File: src/rtl/xor_if_pkg.sv
// Shared definitions for the XOR register interface: bus address map and
// the initiator's transaction state encoding.
package xor_if_pkg;

  localparam logic [2:0] ADDR_A_ST   = 3'd0;
  localparam logic [2:0] ADDR_B_ST   = 3'd1;
  localparam logic [2:0] ADDR_Y_ST   = 3'd2;
  localparam logic [2:0] ADDR_Y_DATA = 3'd3;
  localparam logic [2:0] ADDR_A_WR   = 3'd4;
  localparam logic [2:0] ADDR_B_WR   = 3'd5;

  // P* issue a read strobe, W* wait for its response, WR* perform a write.
  typedef enum logic [3:0] {
    ST_IDLE = 4'd0,
    ST_PA   = 4'd1,
    ST_WA   = 4'd2,
    ST_WRA  = 4'd3,
    ST_PB   = 4'd4,
    ST_WB   = 4'd5,
    ST_WRB  = 4'd6,
    ST_PY   = 4'd7,
    ST_WY   = 4'd8,
    ST_RD   = 4'd9,
    ST_WD   = 4'd10,
    ST_OUT  = 4'd11
  } xor_state_e;

endpackage

File: src/rtl/xor_bus_initiator.sv
// Host-side initiator for the XOR register slave: writes an operand pair after
// polling for space, polls for the result, reads it back and returns it on a stream.
//
// Handshakes: op and res streams transfer on a rising CLK edge where valid and
// ready are both high; res_valid/res_data/res_err hold steady until res_ready.
// Bus reads are a one-cycle read_en strobe answered by read_rdy exactly one cycle
// later; only one read is ever outstanding. write_en is only raised while write_rdy=1.
module xor_bus_initiator
  import xor_if_pkg::*;
#(
  parameter int ADDR_W   = 3,
  parameter int DATA_W   = 1,
  parameter int POLL_MAX = 16
) (
  input  logic              CLK,
  input  logic              RST_N,
  input  logic              op_valid,
  input  logic [DATA_W-1:0] op_a,
  input  logic [DATA_W-1:0] op_b,
  output logic              op_ready,
  output logic              res_valid,
  output logic [DATA_W-1:0] res_data,
  output logic              res_err,
  input  logic              res_ready,
  output logic              write_en,
  output logic [ADDR_W-1:0] write_address,
  output logic [DATA_W-1:0] write_data,
  input  logic              write_rdy,
  output logic              read_en,
  output logic [ADDR_W-1:0] read_address,
  input  logic [DATA_W-1:0] read_data,
  input  logic              read_rdy,
  output xor_state_e        state_dbg
);

  localparam int PCW = (POLL_MAX > 1) ? $clog2(POLL_MAX) : 1;
  localparam logic [PCW-1:0] POLL_LAST = PCW'(POLL_MAX - 1);

  xor_state_e        state;
  xor_state_e        state_nxt;
  logic [DATA_W-1:0] a_q;
  logic [DATA_W-1:0] b_q;
  logic [DATA_W-1:0] res_data_q;
  logic              res_err_q;
  logic [PCW-1:0]    poll_cnt;

  logic              latch_op;
  logic              latch_res;
  logic              poll_clr;
  logic              poll_inc;
  logic              abort;
  logic              status_ok;
  logic              poll_last;

  assign status_ok = read_data[0];
  assign poll_last = (poll_cnt == POLL_LAST);
  assign state_dbg = state;

  always_ff @(posedge CLK or negedge RST_N) begin
    if (!RST_N) begin
      state      <= ST_IDLE;
      a_q        <= '0;
      b_q        <= '0;
      res_data_q <= '0;
      res_err_q  <= 1'b0;
      poll_cnt   <= '0;
    end else begin
      state <= state_nxt;
      if (latch_op) begin
        a_q        <= op_a;
        b_q        <= op_b;
        res_data_q <= '0;
        res_err_q  <= 1'b0;
      end
      if (abort) begin
        res_data_q <= '0;
        res_err_q  <= 1'b1;
      end else if (latch_res) begin
        res_data_q <= read_data;
      end
      if (poll_clr) begin
        poll_cnt <= '0;
      end else if (poll_inc) begin
        poll_cnt <= poll_cnt + 1'b1;
      end
    end
  end

  always_comb begin
    state_nxt     = state;
    latch_op      = 1'b0;
    latch_res     = 1'b0;
    poll_clr      = 1'b0;
    poll_inc      = 1'b0;
    abort         = 1'b0;
    op_ready      = 1'b0;
    res_valid     = 1'b0;
    res_data      = '0;
    res_err       = 1'b0;
    write_en      = 1'b0;
    write_address = '0;
    write_data    = '0;
    read_en       = 1'b0;
    read_address  = '0;

    unique case (state)
      ST_IDLE: begin
        op_ready = 1'b1;
        if (op_valid) begin
          latch_op  = 1'b1;
          poll_clr  = 1'b1;
          state_nxt = ST_PA;
        end
      end
      ST_PA: begin
        read_en      = 1'b1;
        read_address = ADDR_W'(ADDR_A_ST);
        state_nxt    = ST_WA;
      end
      ST_WA: begin
        if (read_rdy) begin
          if (status_ok) begin
            state_nxt = ST_WRA;
          end else if (poll_last) begin
            abort     = 1'b1;
            state_nxt = ST_OUT;
          end else begin
            poll_inc  = 1'b1;
            state_nxt = ST_PA;
          end
        end
      end
      ST_WRA: begin
        write_address = ADDR_W'(ADDR_A_WR);
        write_data    = a_q;
        if (write_rdy) begin
          write_en  = 1'b1;
          poll_clr  = 1'b1;
          state_nxt = ST_PB;
        end
      end
      ST_PB: begin
        read_en      = 1'b1;
        read_address = ADDR_W'(ADDR_B_ST);
        state_nxt    = ST_WB;
      end
      ST_WB: begin
        if (read_rdy) begin
          if (status_ok) begin
            state_nxt = ST_WRB;
          end else if (poll_last) begin
            abort     = 1'b1;
            state_nxt = ST_OUT;
          end else begin
            poll_inc  = 1'b1;
            state_nxt = ST_PB;
          end
        end
      end
      ST_WRB: begin
        write_address = ADDR_W'(ADDR_B_WR);
        write_data    = b_q;
        if (write_rdy) begin
          write_en  = 1'b1;
          poll_clr  = 1'b1;
          state_nxt = ST_PY;
        end
      end
      ST_PY: begin
        read_en      = 1'b1;
        read_address = ADDR_W'(ADDR_Y_ST);
        state_nxt    = ST_WY;
      end
      ST_WY: begin
        if (read_rdy) begin
          if (status_ok) begin
            state_nxt = ST_RD;
          end else if (poll_last) begin
            abort     = 1'b1;
            state_nxt = ST_OUT;
          end else begin
            poll_inc  = 1'b1;
            state_nxt = ST_PY;
          end
        end
      end
      ST_RD: begin
        read_en      = 1'b1;
        read_address = ADDR_W'(ADDR_Y_DATA);
        state_nxt    = ST_WD;
      end
      ST_WD: begin
        if (read_rdy) begin
          latch_res = 1'b1;
          state_nxt = ST_OUT;
        end
      end
      ST_OUT: begin
        res_valid = 1'b1;
        res_data  = res_data_q;
        res_err   = res_err_q;
        // Returning to IDLE raises op_ready on the same edge that completes the result.
        if (res_ready) begin
          state_nxt = ST_IDLE;
        end
      end
      default: begin
        state_nxt = ST_IDLE;
      end
    endcase
  end

endmodule

File: config.mk
export PLATFORM = sky130hd
export DESIGN_NAME = xor_bus_initiator
export DESIGN_NICKNAME = d
export VERILOG_FILES = /design/src/rtl/xor_if_pkg.sv /design/src/rtl/xor_bus_initiator.sv
export SDC_FILE = /design/constraint.sdc
export NUM_CORES = 1
export LEC_CHECK = 0
export CAP_MARGIN = 25
export CORE_UTILIZATION = 43
export CTS_BUF_LIST = sky130_fd_sc_hd__clkbuf_8 sky130_fd_sc_hd__clkbuf_16
export DETAILED_ROUTE_END_ITERATION = 10
export GPL_ROUTABILITY_DRIVEN = 0
export GPL_TIMING_DRIVEN = 0
export PLACE_DENSITY_LB_ADDON = 0.15
export REMOVE_ABC_BUFFERS = 1
export SLEW_MARGIN = 20
export SYNTH_ARGS = -nofsm -noshare
export SYNTH_HDL_FRONTEND = slang
export SYNTH_SLANG_ARGS = --single-unit
export TNS_END_PERCENT = 10
File: constraint.sdc
create_clock -name CLK -period 1.5 [get_ports CLK]
set_input_delay 0.375 -clock CLK [delete_from_list [all_inputs] [get_ports CLK]]
set_output_delay 0.375 -clock CLK [all_outputs]
set_load 0.02 [all_outputs]
# [Yosys cells after proc, flatten, opt, wreduce, memory -nomap -nowiden]
# Cells that the tools add are included.
[op_classes] bitwise_logic=0 n_lt_le_gt_ge=0 shifts=0 mul=0 div_mod_pow=0 eq_ne=20 n_addsub=1 muxes=44 reduce_logical=8
[op_table] op="4-bit 2-to-1 mux" count=16
[op_table] op="4-bit one-hot mux with 12 select lines" count=1
[op_table] op="1-bit 2-to-1 mux" count=23
[op_table] op="4-bit equality test (second input constant)" count=5
[op_table] op="4-bit by 3-bit equality test with 1-bit output (second input constant)" count=4
[op_table] op="2-bit inequality test (second input constant)" count=8
[op_table] op="4-bit by 2-bit equality test with 1-bit output (second input constant)" count=2
[op_table] op="8-bit AND reduction" count=1
[op_table] op="2-bit one-hot mux with 3 select lines" count=1
[op_table] op="3-bit one-hot mux with 2 select lines" count=1
[op_table] op="4-bit by 1-bit adder with 4-bit output (second input constant)" count=1
[op_table] op="4-bit by 1-bit equality test with 1-bit output (second input constant)" count=1
[op_table] op="4-bit logical NOT" count=1
[op_table] op="1-bit one-hot mux with 2 select lines" count=2
[op_table] op="2-bit nonzero test" count=2
[op_table] op="4-bit OR reduction" count=1
[op_table] op="3-bit nonzero test" count=1
[op_table] op="3-bit OR reduction" count=1
[op_table] op="2-bit OR reduction" count=1
[word_totals] rom_bits=0 word_cells=79 latch_bits=0 mem_bits_rw=0 ff_bits=12 n_memories=0

# [Logic depth before layout (Yosys ltp)]
[depth] word_depth=7 mapped_depth=6 depth_no_buf=5

# [Worst setup path after synthesis]
# No wires, ideal clock.
[synth_path] kind="register to register" startpoint="register state[2] (netlist: state_dbg[2])" endpoint="register a_q" setup_slack_ps=-526 path_buffers=2 synth_period_minus_slack_ps=2026 path_stages_with_launch=6 setup_ps=128 required_ps=1372 arrival_time_ps=1899 cell_sequence="dfrtp_1 > buf_2 > buf_2 > nor4_2 > nand2_1 > mux2_1"
[synth_between] elab_chain_cells=2
[synth_rtl] element="start: declaration" line="xor_bus_initiator.sv:39" source="xor_state_e state;"
[synth_rtl] element="start signal: assignment" line="xor_bus_initiator.sv:68" source="state <= state_nxt;"
[synth_rtl] element="4-bit logical NOT" line="xor_bus_initiator.sv:106" source="unique case (state)"
[synth_rtl] element="1-bit 2-to-1 mux" line="xor_bus_initiator.sv:106"
[synth_rtl] element="end signal: assignment" line="xor_bus_initiator.sv:70" source="a_q <= op_a;"
[synth_rtl] element="end: declaration" line="xor_bus_initiator.sv:41" source="logic [DATA_W-1:0] a_q;"
# No other way between the ends.
# A chain may end at the register's enable or synchronous reset.

# [Worst setup path in the final report]
[layout_path] startpoint="register state[2] (netlist: state_dbg[2])" endpoint="output port read_address[1]"
[layout_between] elab_chain_cells=2
[layout_rtl] element="4-bit equality test / 4-bit by 3-bit equality test with 1-bit output (equally long branches)" line="xor_bus_initiator.sv:106"
[layout_rtl] element="2-bit one-hot mux with 3 select lines (*)" line="xor_bus_initiator.sv:106"
[layout_rtl] element="end: declaration" line="xor_bus_initiator.sv:30" source="output logic [ADDR_W-1:0] read_address,"
# Mark *: on every way between the ends. The rest lies on a longest branch, timed or not.

==> results.ini <==
[timing]
finalClockSkew_ns=0.00507
setup_viol=25
grt_setup_unrepaired=yes
fin_crit_sh_pct=126
finalHoldViolCount=0
slew_headroom_pct=60.3
final.min_clock_period_ns=1.90
fin_setup_tns_ns=-5.52
max_freq_mhz=527
maxSlewViolCount=0
worst_slack_ns=-0.397
tightest_slew_ns=0.594

[route]
wl_um=2930
wl_per_cell_um=16.6
first_pass_iters=4
viasPerCell=5.86
drc=0
drtAntennaViolNets=0
drtIter0Drc=25
via_count=1038

[final_layout]
instances_no_fill=177
area_growth_syn_to_layout_pct=50.0
final_area_um2=1520
antenna_cells=0
drive_above_1_share_pct=42.3
final_cell_mix=buf_4, buf_2, dfrtp_1, clkdlybuf4s50_1, nor2_1
final_common_cell=buf_4
fin_nets=160

[die]
initial_core_util_pct=45.7
io_pins=26
core_area_um2=2210
die_w_um=50.5
placementRows=17
die-height_um=50.5
die_area_um2=2550

[setup_path]
path_buf_inv=2
critPathMaxFanout=6
slowest_delay_ns=0.53
cp-start-kind=flip-flop
worstSetupEndpointType=output port
worst-setup-path-type=flip-flop to output port
path_cells=buf_6 > and2b_2 > a21oi_1 > nor2_1 > buf_2
critPathTopFamily=flip-flops
arrival_ns=1.52
crit_path_top_delay_cell=dfrtp_4
worstPathRequired_ns=1.12

[logic_synthesis]
ys_seq_area_share_pct=29.7
synth_cells=115
ys_types=49
postSynth.asyncResetShare_pct=100
ys_top_cells_by_area=dfrtp_1, mux2i_1, nor2b_1
synth_ff_type=dfrtp_1
syn-cell-area_um2=1010
synth_warnings=0
yosys.area.top_type_share_pct=29.7
ys_ff_latch=12
synth_edf_count=0
syn_avg_cell_area_um2=8.79
synth_top_cell_by_area=dfrtp_1

[pwr]
ir_worst_vdd_v=0.00128
p_leak_nw=0.644
power_density_nw_per_um2=2190

[outcome]
outcome=finished with violations
violations=setup timing

[clocking]
clock-root-buffer=clkbuf_8
cts.sinks=12
cts_buffers=3
cts_max_level=1
clk_path_buf_depth=2
clkTransAtPathRegs_ns=0.06
clock_latency_ns=0.25
cts_tree=built

[run]
max_cap_viol_count=0

[grt]
grtUsageTotal_pct=24.7
grt_pass1_vias=999
grt_pass1_wl_um=4670
grt_start_max_net_pins=13
gr-total-overflow=0
antenna_found_initial=0

[placement]
io_buffer_count=23
dp_cells=157
place_ws_ns=-0.865
dp_hpwl_um=1620
placed_area_um2=1220

[min_path]
holdCritPathClass=flip-flop to flip-flop

[sequential cells by signal (all words and copies together), names as in the netlist]
name        flops
poll_cnt        4
state_dbg       4
a_q             1
b_q             1
res_data_q      1
res_err_q       1
[where the power goes]
part | total (mW) | internal (mW) | switching [mW] | leakage (nW)
Sequential | 0.623 | 0.468 | 0.154 | 0.151
Combinational | 2.34 | 1.12 | 1.21 | 0.464
Clock | 0.358 | 0.232 | 0.126 | 0.0288
[logic make-up (layout without fill, tap and decap cells)]
logic type / Yosys count / count (layout) / synth area share [%]
other cells: 1 / 2 / 0.371
simple gates: 50 / 50 / 30.3
flops: 12 / 12 / 29.7
fa+ha+maj: 1 / 1 / 1.24
xor+xnor: 2 / 2 / 1.73
compound gates: 26 / 26 / 19.6
mux: 8 / 8 / 9.16
buf+inv: 15 / 48 / 7.92
[metrics by stage]
step | utilization (%) | hold slack (ns) | total power, mW
finish | 68.6 | 0.481 | 3.32
global route | 68.6 | 0.494 | 3.52
CTS | 65.0 | 0.480 | 3.10
detailed placement | 55.1 | 0.464 | 2.25
global placement | 55.1 | 0.463 | 2.21
floorplan | - | 0.0794 | 1.71
[path summary, 6_finish.rpt]
kind,start,end,slack [ns],cells after the start
setup / recovery,state_dbg[2]$_DFFE_PN0P_,read_address[1],-0.40,5
hold / removal,res_err_q$_DFFE_PN0P_,res_err_q$_DFFE_PN0P_,0.48,1
setup reg to reg,state_dbg[0]$_DFFE_PN0P_,state_dbg[2]$_DFFE_PN0P_,-0.39,5
hold reg to reg,res_err_q$_DFFE_PN0P_,res_err_q$_DFFE_PN0P_,0.48,1
max in group asynchronous,RST_N,state_dbg[1]$_DFFE_PN0P_,0.55,1
min in group asynchronous,RST_N,state_dbg[0]$_DFFE_PN0P_,0.50,1
[worst register-to-register path, cell delays in order (launching register included)]
cell and delay [ns]:
dfrtp_4 0.52, buf_12 0.15, or4_4 0.52, a41oi_4 0.19
nor2_4 0.08, mux2_4 0.32
[synth_stat cells, types with 3 or more instances]
cell	count
mux2i_1	4
nand2_1	7
inv_1	3
nand2b_1	4
buf_4	3
buf_2	4
nor2b_1	6
a21oi_1	4
dfrtp_1	12
nor2_1	9
nand3_1	4
o211ai_1	3
or3b_1	3
[metal layers]
layer	GRT usage (%)	vias to the layer above	wire length [um]
met5	0	-	0
met1	31.8	509	1370
met4	10.2	0	31
met3	4.24	5	132
li1	-	487	-
met2	40.4	37	1400
[what timing repair did]
item                       CTS  global route
gates resized for setup     93            16
hold buffers                 0             0
setup endpoints to repair   27            26
buffers inserted            14             2
pin swaps                    3             5
[cell type report]
cell class,count,area (um^2)
well taps,28,35.0
multi-input cells,89,749
fillers,163,696
clock buffers,4,55.1
repair buffers,39,345
flip-flops and latches,12,313
inverters,5,18.8
No activity file was read; power rests on OpenSTA's default activity.
